## src/rtl/cam_stream_if.sv

```systemverilog
// cam_stream_if: bundle between the synthetic camera source and whatever
// consumes its stream (capture path or bench).
//   enable      - run/stop request (consumer -> source)
//   mode        - test pattern select (consumer -> source)
//   marker_x/y  - marker square position for mode 3 (consumer -> source)
//   cam_vsync   - frame sync, active high (source -> consumer)
//   href        - active-byte qualifier (source -> consumer)
//   pixel       - YUV422 byte stream, Cb,Y0,Cr,Y1 order (source -> consumer)
//   frame_done  - one-cycle end-of-frame pulse (source -> consumer)
//   frame_count - completed frames, wrapping 8-bit (source -> consumer)
interface cam_stream_if;
   logic       enable;
   logic [1:0] mode;
   logic [9:0] marker_x;
   logic [9:0] marker_y;
   logic       cam_vsync;
   logic       href;
   logic [7:0] pixel;
   logic       frame_done;
   logic [7:0] frame_count;

   modport master (
      input  enable, mode, marker_x, marker_y,
      output cam_vsync, href, pixel, frame_done, frame_count
   );

   modport slave (
      output enable, mode, marker_x, marker_y,
      input  cam_vsync, href, pixel, frame_done, frame_count
   );
endinterface

```

## src/rtl/cam_stream_source.sv

```systemverilog
// cam_stream_source: synthetic parallel YUV422 camera transmitter.
// Produces continuous frames (VSYNC, VBACK, ACTIVE, VFRONT) with one of four
// test patterns: solid gray, colour bars, luma ramp, or a marker square
// bright enough to trip the capture path's colour detector.
// Ports:
//   pclk  - byte clock, everything on its rising edge
//   reset - asynchronous, active-low
//   bus   - cam_stream_if.master (controls in, video/status out)
// All outputs are registered from the current counter/state values, so
// cam_vsync, href, pixel, frame_done and frame_count stay mutually aligned.
module cam_stream_source #(
   parameter int H_ACTIVE    = 640,
   parameter int V_ACTIVE    = 480,
   parameter int H_BLANK     = 144,
   parameter int VSYNC_LINES = 3,
   parameter int V_BACK      = 17,
   parameter int V_FRONT     = 10,
   parameter int MARK_SIZE   = 16
) (
   input  logic         pclk,
   input  logic         reset,
   cam_stream_if.master bus
);

   localparam int LINE = 2*H_ACTIVE + H_BLANK;
   localparam int CW   = $clog2(LINE);
   localparam int LW   = 10;
   localparam logic [CW-1:0] CYC_LAST = CW'(LINE - 1);
   localparam logic [CW-1:0] HREF_END = CW'(2*H_ACTIVE);
   localparam logic [10:0]   MS       = 11'(MARK_SIZE);

   typedef enum logic [2:0] {IDLE, VSYNC, VBACK, ACTIVE, VFRONT} state_t;

   state_t        state_q;
   logic [CW-1:0] cyc_q, cyc_d;
   logic [LW-1:0] line_q, line_d, line_last;
   logic [1:0]    mode_q;
   logic [9:0]    mx_q, my_q;
   logic          vsync_q, href_q, done_q;
   logic [7:0]    pix_q, fcnt_q;

   logic          line_end, blk_end;
   logic          href_d;
   logic [7:0]    pix_d;
   logic [10:0]   xe, xl, ya;
   logic          in_mark;
   logic [23:0]   c_tab, l_tab;
   logic [7:0]    y_v, cb_v, cr_v;

   // Bar index from pixel column; comparators instead of a divider.
   function automatic logic [2:0] bar_of(input logic [10:0] x);
      if      (x < 11'd80)  return 3'd0;
      else if (x < 11'd160) return 3'd1;
      else if (x < 11'd240) return 3'd2;
      else if (x < 11'd320) return 3'd3;
      else if (x < 11'd400) return 3'd4;
      else if (x < 11'd480) return 3'd5;
      else if (x < 11'd560) return 3'd6;
      else                  return 3'd7;
   endfunction

   // {Y, Cb, Cr} per bar.
   function automatic logic [23:0] bar_ycc(input logic [2:0] b);
      case (b)
         3'd0:    return 24'hEB8080;
         3'd1:    return 24'hD21092;
         3'd2:    return 24'hAAA610;
         3'd3:    return 24'h913622;
         3'd4:    return 24'h6ACADE;
         3'd5:    return 24'h515AF0;
         3'd6:    return 24'h29F06E;
         default: return 24'h108080;
      endcase
   endfunction

   always_comb begin
      line_end = (cyc_q == CYC_LAST);
      cyc_d    = line_end ? '0 : cyc_q + 1'b1;
      case (state_q)
         VSYNC:   line_last = LW'(VSYNC_LINES - 1);
         VBACK:   line_last = LW'(V_BACK - 1);
         ACTIVE:  line_last = LW'(V_ACTIVE - 1);
         VFRONT:  line_last = LW'(V_FRONT - 1);
         default: line_last = '0;
      endcase
      blk_end = line_end && (line_q == line_last);
      line_d  = blk_end ? '0 : (line_end ? line_q + 1'b1 : line_q);
   end

   // Pattern generation. Chroma and marker membership follow the pair's even
   // pixel; luma follows the byte's own pixel (odd pixel on phase 3).
   always_comb begin
      xe      = 11'({cyc_q[CW-1:2], 1'b0});
      xl      = xe | {10'd0, cyc_q[1] & cyc_q[0]};
      ya      = {1'b0, line_q};
      // 11-bit sums: a marker hanging off the frame is clipped, never wrapped.
      in_mark = (xe >= {1'b0, mx_q}) && (xe < ({1'b0, mx_q} + MS)) &&
                (ya >= {1'b0, my_q}) && (ya < ({1'b0, my_q} + MS));
      c_tab   = bar_ycc(bar_of(xe));
      l_tab   = bar_ycc(bar_of(xl));
      y_v     = 8'h80;
      cb_v    = 8'h80;
      cr_v    = 8'h80;
      case (mode_q)
         2'd1: begin
            y_v  = l_tab[23:16];
            cb_v = c_tab[15:8];
            cr_v = c_tab[7:0];
         end
         2'd2: y_v = xl[9:2];
         2'd3: begin
            y_v  = in_mark ? 8'hC0 : 8'h40;
            cb_v = in_mark ? 8'hC8 : 8'h80;
            cr_v = in_mark ? 8'hC8 : 8'h80;
         end
         default: ;
      endcase
      href_d = (state_q == ACTIVE) && (cyc_q < HREF_END);
      pix_d  = 8'h00;
      if (href_d) begin
         case (cyc_q[1:0])
            2'd0:    pix_d = cb_v;
            2'd2:    pix_d = cr_v;
            default: pix_d = y_v;
         endcase
      end
   end

   always_ff @(posedge pclk or negedge reset) begin
      if (!reset) begin
         state_q <= IDLE;
         cyc_q   <= '0;
         line_q  <= '0;
         mode_q  <= '0;
         mx_q    <= '0;
         my_q    <= '0;
         vsync_q <= 1'b0;
         href_q  <= 1'b0;
         pix_q   <= 8'h00;
         done_q  <= 1'b0;
         fcnt_q  <= 8'h00;
      end else begin
         vsync_q <= (state_q == VSYNC);
         href_q  <= href_d;
         pix_q   <= pix_d;
         done_q  <= 1'b0;
         if (state_q == IDLE) begin
            cyc_q  <= '0;
            line_q <= '0;
            if (bus.enable) begin
               state_q <= VSYNC;
               mode_q  <= bus.mode;
               mx_q    <= bus.marker_x;
               my_q    <= bus.marker_y;
            end
         end else begin
            cyc_q  <= cyc_d;
            line_q <= line_d;
            if (blk_end) begin
               case (state_q)
                  VSYNC:  state_q <= VBACK;
                  VBACK:  state_q <= ACTIVE;
                  ACTIVE: state_q <= VFRONT;
                  VFRONT: begin
                     done_q <= 1'b1;
                     fcnt_q <= fcnt_q + 8'd1;
                     // Pattern controls only change at frame boundaries.
                     if (bus.enable) begin
                        state_q <= VSYNC;
                        mode_q  <= bus.mode;
                        mx_q    <= bus.marker_x;
                        my_q    <= bus.marker_y;
                     end else begin
                        state_q <= IDLE;
                     end
                  end
                  default: state_q <= IDLE;
               endcase
            end
         end
      end
   end

   assign bus.cam_vsync   = vsync_q;
   assign bus.href        = href_q;
   assign bus.pixel       = pix_q;
   assign bus.frame_done  = done_q;
   assign bus.frame_count = fcnt_q;

endmodule

```

## src/flat_wrapper.sv

```systemverilog
// flat-port wrapper written by rule: the top's interface ports become plain ports
module cam_stream_source_flat 
#(
   parameter int H_ACTIVE    = 640,
   parameter int V_ACTIVE    = 480,
   parameter int H_BLANK     = 144,
   parameter int VSYNC_LINES = 3,
   parameter int V_BACK      = 17,
   parameter int V_FRONT     = 10,
   parameter int MARK_SIZE   = 16
)
  (pclk, reset, bus_enable, bus_mode, bus_marker_x, bus_marker_y, bus_cam_vsync, bus_href, bus_pixel, bus_frame_done, bus_frame_count);
  cam_stream_if bus_i ();
  input  logic pclk;
  input  logic reset;
  input wire logic [$bits(bus_i.enable)-1:0] bus_enable;
  input wire logic [$bits(bus_i.mode)-1:0] bus_mode;
  input wire logic [$bits(bus_i.marker_x)-1:0] bus_marker_x;
  input wire logic [$bits(bus_i.marker_y)-1:0] bus_marker_y;
  output wire logic [$bits(bus_i.cam_vsync)-1:0] bus_cam_vsync;
  output wire logic [$bits(bus_i.href)-1:0] bus_href;
  output wire logic [$bits(bus_i.pixel)-1:0] bus_pixel;
  output wire logic [$bits(bus_i.frame_done)-1:0] bus_frame_done;
  output wire logic [$bits(bus_i.frame_count)-1:0] bus_frame_count;
  assign bus_i.enable = bus_enable;
  assign bus_i.mode = bus_mode;
  assign bus_i.marker_x = bus_marker_x;
  assign bus_i.marker_y = bus_marker_y;
  assign bus_cam_vsync = bus_i.cam_vsync;
  assign bus_href = bus_i.href;
  assign bus_pixel = bus_i.pixel;
  assign bus_frame_done = bus_i.frame_done;
  assign bus_frame_count = bus_i.frame_count;
  cam_stream_source #(.H_ACTIVE(H_ACTIVE), .V_ACTIVE(V_ACTIVE), .H_BLANK(H_BLANK), .VSYNC_LINES(VSYNC_LINES), .V_BACK(V_BACK), .V_FRONT(V_FRONT), .MARK_SIZE(MARK_SIZE)) u_core (.pclk(pclk), .reset(reset), .bus(bus_i));
endmodule
```

## config.mk

```make
export PLATFORM = sky130hd
export DESIGN_NAME = cam_stream_source_flat
export DESIGN_NICKNAME = d
export VERILOG_FILES = /design/src/rtl/cam_stream_if.sv /design/src/rtl/cam_stream_source.sv /design/src/flat_wrapper.sv
export SDC_FILE = /design/constraint.sdc
export NUM_CORES = 1
export LEC_CHECK = 0
export ABC_AREA = 1
export CORE_MARGIN = 5
export CORE_UTILIZATION = 25
export CTS_CLUSTER_DIAMETER = 30
export CTS_CLUSTER_SIZE = 30
export DETAILED_ROUTE_END_ITERATION = 8
export HOLD_SLACK_MARGIN = 0.02
export PLACE_DENSITY = 0.42
export SYNTH_ARGS = -nofsm -noshare
export SYNTH_HDL_FRONTEND = slang
export SYNTH_SLANG_ARGS = --single-unit
```

## constraint.sdc

```tcl
create_clock -name pclk -period 2.3 [get_ports pclk]
set_clock_uncertainty 0.05 [all_clocks]
set_input_delay 0.345 -clock pclk [delete_from_list [all_inputs] [get_ports pclk]]
set_output_delay 0.345 -clock pclk [all_outputs]
set_load 0.01 [all_outputs]
```

### Yosys cells after proc, flatten, opt, wreduce, memory -nomap -nowiden

Index checks and enable logic that the tools add are counted.

| operators by class | value |
|---|---|
| add/subtract/negate cells | 5 |
| magnitude comparators | 19 |
| shifts and indexed selects | 0 |
| reduce and logical (&&, ||, !) cells | 15 |
| equality and inequality tests | 23 |
| mux-type cells | 49 |
| $mul | 0 |
| bitwise gates (word level) | 3 |
| div/mod/pow operators | 0 |

Operators by type and width:

| cell | number |
|---|---|
| one-hot mux 24 bit (7 select lines) | 1 |
| one-hot mux 16 bit (7 select lines) | 1 |
| 2-to-1 mux 10 bit | 11 |
| one-hot mux 8 bit (2 select lines) | 3 |
| 2-to-1 mux 3 bit | 15 |
| one-hot mux 9 bit (4 select lines) | 1 |
| less-than comparator 11 x 9 -> 1 bit, second input constant | 3 |
| less-than comparator 10 x 9 -> 1 bit, second input constant | 3 |
| one-hot mux 8 bit (3 select lines) | 1 |
| adder 10 x 5 -> 11 bit, second input constant | 2 |
| less-than comparator 10 x 11 -> 1 bit | 2 |
| less-than comparator 11 x 8 -> 1 bit, second input constant | 2 |
| 2-to-1 mux 11 bit | 2 |
| == test 3 bit, second input constant | 7 |
| >= comparator 10 bit | 2 |
| less-than comparator 10 x 8 -> 1 bit, second input constant | 2 |
| == test 3 x 2 -> 1 bit, second input constant | 6 |
| 2-to-1 mux 8 bit | 2 |
| one-hot mux 3 bit (4 select lines) | 1 |
| adder 11 x 1 -> 11 bit, second input constant | 1 |
| == test 11 bit, second input constant | 1 |
| less-than comparator 11 x 10 -> 1 bit, second input constant | 1 |
| less-than comparator 11 bit, second input constant | 1 |
| less-than comparator 11 x 7 -> 1 bit, second input constant | 1 |
| 22 further kinds | 42 |

| word-level totals | value |
|---|---|
| memory bits (writable) | 0 |
| bits in latches | 0 |
| word-level logic and storage cells | 125 |
| output and inout bits | 19 |
| memory bits (read-only) | 0 |
| memories | 0 |
| bits in registers | 65 |
| bits of input ports | 25 |

### Longest topological paths before layout

| logic depth | value |
|---|---|
| depth after elaboration | 15 |
| mapped depth | 15 |
| gate-level depth less buffers | 15 |

### Worst setup path after synthesis

OpenSTA, ideal clock, no wires.

| timing path | value |
|---|---|
| path type | register to register |
| start | register u_core.cyc_q[8] |
| end | register u_core.pix_q[0], in the netlist u_core.bus.pixel[0] |
| arrival | 2007 ps |
| required time | 2164 ps |
| slack | 157 ps |
| stages on the path, launching flop included | 13 |
| cells stage by stage | dfrtp_1 > buf_2 > nor2_1 > nor2_1 > nor2_1 > inv_1 > nand3_1 > nand2_1 > inv_1 > fa_1 > nor2_1 > a22oi_1 > nor3_1 |

| between the ends | value |
|---|---|
| longest elaborated chain between the ends | 14 |
| elaborated cells on any way between the ends | 28 |

Ends and longest elaborated chain:

| what | line | text |
|---|---|---|
| start, declared | cam_stream_source.sv:35 | `logic [CW-1:0] cyc_q, cyc_d;` |
| start signal, assigned | cam_stream_source.sv:157 | `cyc_q <= cyc_d;` |
| OR 10 x 1 -> 10 bit | cam_stream_source.sv:94 | `xl = xe \| {10'd0, cyc_q[1] & cyc_q[0]};` |
| less-than comparator 11 x 10 -> 1 bit | cam_stream_source.sv:58 | `else if (x < 11'd560) return 3'd6;` |
| 2-to-1 mux 1 bit | cam_stream_source.sv:58 |  |
| 2-to-1 mux 3 bit | cam_stream_source.sv:57 | `else if (x < 11'd480) return 3'd5;` |
| 2-to-1 mux 3 bit | cam_stream_source.sv:56 | `else if (x < 11'd400) return 3'd4;` |
| 2-to-1 mux 3 bit | cam_stream_source.sv:55 | `else if (x < 11'd320) return 3'd3;` |
| 2-to-1 mux 3 bit | cam_stream_source.sv:54 | `else if (x < 11'd240) return 3'd2;` |
| 2-to-1 mux 3 bit | cam_stream_source.sv:53 | `else if (x < 11'd160) return 3'd1;` |
| 2-to-1 mux 3 bit | cam_stream_source.sv:52 | `if (x < 11'd80) return 3'd0;` |
| == test 3 bit, or another cell as far along | cam_stream_source.sv:64 | `case (b)` |
| one-hot mux 24 bit (7 select lines) | cam_stream_source.sv:64 |  |
| one-hot mux 8 bit (3 select lines) | cam_stream_source.sv:104 | `case (mode_q)` |
| one-hot mux 8 bit (2 select lines) | cam_stream_source.sv:121 | `case (cyc_q[1:0])` |
| 2-to-1 mux 8 bit (*) | cam_stream_source.sv:120 | `if (href_d) begin` |
| via u_core.pix_d[0] | cam_stream_source.sv:44 | `logic [7:0] pix_d;` |
| end signal, assigned | cam_stream_source.sv:145 | `pix_q <= pix_d;` |
| end, declared | cam_stream_source.sv:40 | `logic [7:0] pix_q, fcnt_q;` |

The timed path passes the listed nets; every way through them passes the cells marked *.
A chain may end at the register's enable or synchronous reset.

### Final worst setup path

| timing path | value |
|---|---|
| start | register u_core.mx_q[4] |
| end | register u_core.pix_q[7], in the netlist u_core.bus.pixel[7] |

| between the ends | value |
|---|---|
| longest elaborated chain between the ends | 9 |
| elaborated cells on any way between the ends | 10 |

Ends and longest elaborated chain:

| what | line | text |
|---|---|---|
| start, declared | cam_stream_source.sv:38 | `logic [9:0] mx_q, my_q;` |
| start signal, assigned | cam_stream_source.sv:153 | `mx_q <= bus.marker_x;` |
| start signal, assigned | cam_stream_source.sv:171 | `mx_q <= bus.marker_x;` |
| adder 10 x 5 -> 11 bit | cam_stream_source.sv:97 | `in_mark = (xe >= {1'b0, mx_q}) && (xe < ({1'b0, mx_q} + MS)) &&` |
| less-than comparator 10 x 11 -> 1 bit | cam_stream_source.sv:97 |  |
| logical AND 1 bit (*) (2 in a row) | cam_stream_source.sv:97 |  |
| logical AND 1 bit (*) | cam_stream_source.sv:98 | `(ya >= {1'b0, my_q}) && (ya < ({1'b0, my_q} + MS));` |
| 2-to-1 mux 8 bit (*) | cam_stream_source.sv:112 | `y_v = in_mark ? 8'hC0 : 8'h40;` |
| one-hot mux 8 bit (3 select lines) (*) | cam_stream_source.sv:104 |  |
| one-hot mux 8 bit (2 select lines) (*) | cam_stream_source.sv:121 |  |
| 2-to-1 mux 8 bit (*) | cam_stream_source.sv:120 |  |
| via u_core.pix_d[7] | cam_stream_source.sv:44 |  |

Marked as above.

==> summary by stage <==
Yosys
Synthesis produced a netlist whose cell count is around 600. The number of warning messages in the yosys log is 0. After synthesis, the cell types taking the most area are sky130_fd_sc_hd__dfrtp_1, sky130_fd_sc_hd__ha_1, sky130_fd_sc_hd__nand2_1. A synthesized cell averages between 7 and 8 um2.

The post-synthesis net count is between 600 and 700. The predominant post-synthesis flop cell is sky130_fd_sc_hd__dfrtp_1. Of all cell types, the one taking the most synthesized area is sky130_fd_sc_hd__dfrtp_1.

Counting flops and latches in the post-synthesis netlist gives 65. The cell area that synthesis handed to floorplanning was about 0.0046 mm2. The share of the yosys chip area belonging to registers is around 35%. Yosys mapped a number of flops with a built-in enable equal to 0.

The share of the synthesized area in the top cell type is between 30% and 40%. The proportion of register bits with asynchronous set or reset after synthesis is 100%. The synthesized netlist contains 44 unique library cells.

Setup path
The depth of the worst register-to-register path is 14. The timing startpoint of the critical path is u_core.mx_q[4]. Data on the critical path is required at its endpoint by between 2 and 3 ns. The startpoint identified for the worst register-to-register timing path is u_core.mx_q[4]. At the worst endpoint, the arrival time is around 2.4 ns. STA classifies the critical path endpoint as a flop. The critical path buffer and inverter count is 1. The cell type of the slowest stage on the worst timing path is sky130_fd_sc_hd__dfrtp_1. The longest individual stage delay on the worst path is 0.40 ns. The signal on the critical path passes through ha_2 > nand3_2 > xor2_1 > ha_1 > a21o_1 > nand3_1 > nand2_1 > nor2_1 > nand2_1 > nor2_4 > nand3_2 > nand2_1 > inv_1 > nor2_1. The highest fanout seen on the critical path is 4. The critical path depth is 14. The largest delay contributor family on the critical path is simple AND/OR/NAND/NOR gates.

The critical path class is flop to flop. By instance count, the cell type seen most on the critical path is sky130_fd_sc_hd__nand2_1. STA classifies the critical path startpoint as a flop.

Place
At the end of routability-driven placement, the weighted congestion stood at 0.844. The half-perimeter wire length after detailed placement is ~9800 um. The count of input and output buffers is 43.

In this run, placement finished with an instance count of about 900. The minimum setup slack after placement is 0.00483 ns.

CTS
The root cell of the clock tree is sky130_fd_sc_hd__clkbuf_16. Counting along the longest clock path gives a buffer depth of 2. The number of sinks driven by the clock tree is 65. TritonCTS built the clock tree. Clock latency on the worst-skew pair, taken at its later pin, is 0.34 ns. After clock tree synthesis, the clock-pin slew on the worst setup and hold paths is about 0.060 ns. The number of levels the H-tree was split into is 3.

In this run, CTS created clock tree buffers numbering 9.

Power and ir drop
The fraction of power consumed by the clock network is between 50% and 60%. The overall power after layout is roughly 2800 uW. The worst-case IR drop observed on VDD is between 0.0002 and 0.0003 V. The switching part of the total is between 20% and 30%. The proportion of power drawn by flip-flops and latches is 41.5%.

The reported leakage power is ~0.003 uW. The internal portion of the total power is approximately 2200 uW. Dividing total power by cell area gives a power density of 459 mW/mm2. Summed over all nets, the switching power comes to 590 uW. The share of total power in combinational logic is under 10%.

STA
The number of hold violations in the final report came to 0. The headroom to the max-slew limit is about two thirds. After routing, the total negative slack on setup checks comes to 0 ns. Setup repair after global routing could not meet its margin everywhere.

The worst setup slack after layout is approximately 0.094 ns. Setup violations remaining at the end of the flow were counted as 0. The final critical path takes up a little over nine tenths of the cycle.

Across all hold checks on the routed design, the worst slack comes to ~0.44 ns. The max-slew violation count is 0. The actual slew at the worst max-slew pin is 0.502 ns. The maximum frequency from static timing analysis is between 400 and 500 MHz. The minimum clock period after layout is around 2.2 ns.

Die
The floorplan step defined a die boundary enclosing roughly 0.021 mm2. The core box area is between 0.015 and 0.02 mm2. The vertical die dimension is between 100 and 150 um.

The number of I/O pins is 44. The total number of placement rows is just under 50. For this configuration, the core starts out at a cell density of roughly 26%. The die is between 100 and 150 um wide.

Layout
The antenna diode count is 0. In the final layout, the share of cells above drive strength 1 is 18.8%. Fill cells in the final layout number 1961. The net count of the finished layout is around 750. Once layout is complete, the cells apart from fillers number 915.

The flip-flop and latch area is roughly 0.0016 mm2. The synthesis-to-finish area growth is 30.3%. Summing all multi-input logic gate instances after layout gives between 0.002 and 0.003 mm2.

Global route
The number of antenna violations at the first check in global routing is 0. The via count of the first global-routing pass is ~4300. The maximum number of pins on one net before global-route repair is 48.

The total global routing overflow is 0. The overall routing resource usage is 12.4%. The first global-routing pass estimated roughly 22000 um of wire.

Routing
Dividing the detail-routed via count by the number of cells gives around 4.5. The violation count after the first detailed-route iteration is between 150 and 200. Dividing the detail-routed wire length by the instance count gives 13.7 um.

The detailed-route via count is 4140. In this run the remaining antenna-violating nets after routing total 0. After detailed routing, the number of remaining DRC violations is 0. Wires add up to ~13000 um. The number of search-and-repair iterations in the first detailed-routing pass is 4.

Outcome
The flow ran to the end, and the final reports show no timing, DRC or antenna violations.

Run
The reported max-cap violation count is 0.

Min path
The kind of path behind the tightest hold check is flop to flop. The startpoint identified for the worst hold timing path is u_core.cyc_q[0]. The instance count along the most critical hold path is 1.
area by class of cell:
class                   instances  area share, %
inverters                      94           5.88
flip-flops and latches         65           27.2
repair buffers                 83           12.8
clock buffers                  10           3.98
clock inverters                 6           1.52
multi-input cells             428           43.8
well taps                     229           4.78
through the flow:
stage | cell area, um2 | util [%]
floorplan | 4600 | -
global placement | 5500 | 30.5
detailed placement | 5500 | 30.5
CTS | 5850 | 32.5
global route | 6000 | 33.3
finish | 6000 | 33.3
registers in the layout (all words and copies together), names as in the netlist:
register                cells
u_core.bus.cam_vsync        1
u_core.mx_q                10
u_core.bus.pixel            8
u_core.my_q                10
u_core.state_q              3
u_core.line_q              10
u_core.cyc_q               11
u_core.bus.frame_count      8
u_core.bus.frame_done       1
u_core.mode_q               2
u_core.bus.href             1
logic make-up (layout without fill, tap and decap cells):
family,count (synthesis),count (layout),share of synthesized area [%]
AOI/OAI and AO/OA,96,96,13.7
adders and majority gates,39,39,10.8
and+or+nand+nor,272,272,27.0
DFF,65,65,35.3
buffers and inverters,104,193,9.27
xor gates and xnor gates,21,21,4.00
placed cells by master (no fill, tap or decap), drive strengths merged:
master | synthesis | routed
a211oi | 2 | 2
a21o | 4 | 4
a21oi | 50 | 50
a22oi | 2 | 2
a31oi | 2 | 2
buf | 9 | 40
bufinv | 0 | 2
clkbuf | 1 | 10
clkdlybuf4s50 | 0 | 42
clkinv | 1 | 2
clkinvlp | 0 | 3
dfrtp | 65 | 65
dlygate4sd3 | 0 | 1
fa | 1 | 1
ha | 38 | 38
inv | 93 | 93
nand2 | 106 | 106
nand3 | 46 | 46
nand3b | 3 | 3
nand4 | 11 | 11
nor2 | 83 | 83
nor3 | 17 | 17
nor3b | 2 | 2
nor4 | 3 | 3
o2111ai | 2 | 2
o211ai | 3 | 3
o21a | 1 | 1
o21ai | 26 | 26
o21bai | 1 | 1
o221ai | 1 | 1
o22ai | 1 | 1
o31ai | 1 | 1
or3 | 1 | 1
xnor2 | 5 | 5
xor2 | 16 | 16
final timing paths:
path / endpoint / slack [ns]
setup / recovery: u_core.bus.pixel[7] / 0.09
hold / removal: u_core.cyc_q[0] / 0.44
setup reg to reg: u_core.bus.pixel[7] / 0.09
hold reg to reg: u_core.cyc_q[0] / 0.44
max in group asynchronous: u_core.cyc_q[7] / 1.09
min in group asynchronous: u_core.mx_q[1] / 0.45
synthesized netlist by cell type (3+ instances only):
cell                       count
sky130_fd_sc_hd__o21ai_0      22
sky130_fd_sc_hd__nor2_2       19
sky130_fd_sc_hd__nand2_1     102
sky130_fd_sc_hd__inv_1        92
sky130_fd_sc_hd__nor2_1       63
sky130_fd_sc_hd__ha_1         38
sky130_fd_sc_hd__a21o_1        4
sky130_fd_sc_hd__nand3b_1      3
sky130_fd_sc_hd__nand4_1      11
sky130_fd_sc_hd__a21oi_2      20
sky130_fd_sc_hd__a21oi_1      30
sky130_fd_sc_hd__nor4_1        3
sky130_fd_sc_hd__buf_2         5
sky130_fd_sc_hd__nor3_1       16
sky130_fd_sc_hd__buf_6         4
sky130_fd_sc_hd__xnor2_1       5
sky130_fd_sc_hd__nand3_1      45
sky130_fd_sc_hd__xor2_1       16
sky130_fd_sc_hd__dfrtp_1      65
repair_timing:
item,in CTS,in global routing
endpoints found under the hold margin,18,0
pin swaps,1,11
hold buffers,1,0
buffers inserted,0,9
endpoints found under the setup margin,2,8
gates cloned,0,0
resized for setup,2,24
per-layer routing:
layer	part of all wire, %	track usage (%)
met4	2.8	5.18
met2	48	21.0
met3	3.0	2.49
met1	46	15.2
met5	0	0
power by group through the flow:
stage,Combinational [uW],Sequential [uW],Clock (uW)
2_1_floorplan,2.58,1160,0
3_3_place_gp,78.8,1160,0
6_report,77.0,1140,1530
5_1_grt,86.7,1140,1640
3_5_place_dp,79.6,1160,0
4_1_cts,81.3,1140,1580
Note: power is estimated with default switching activity, not from simulation.
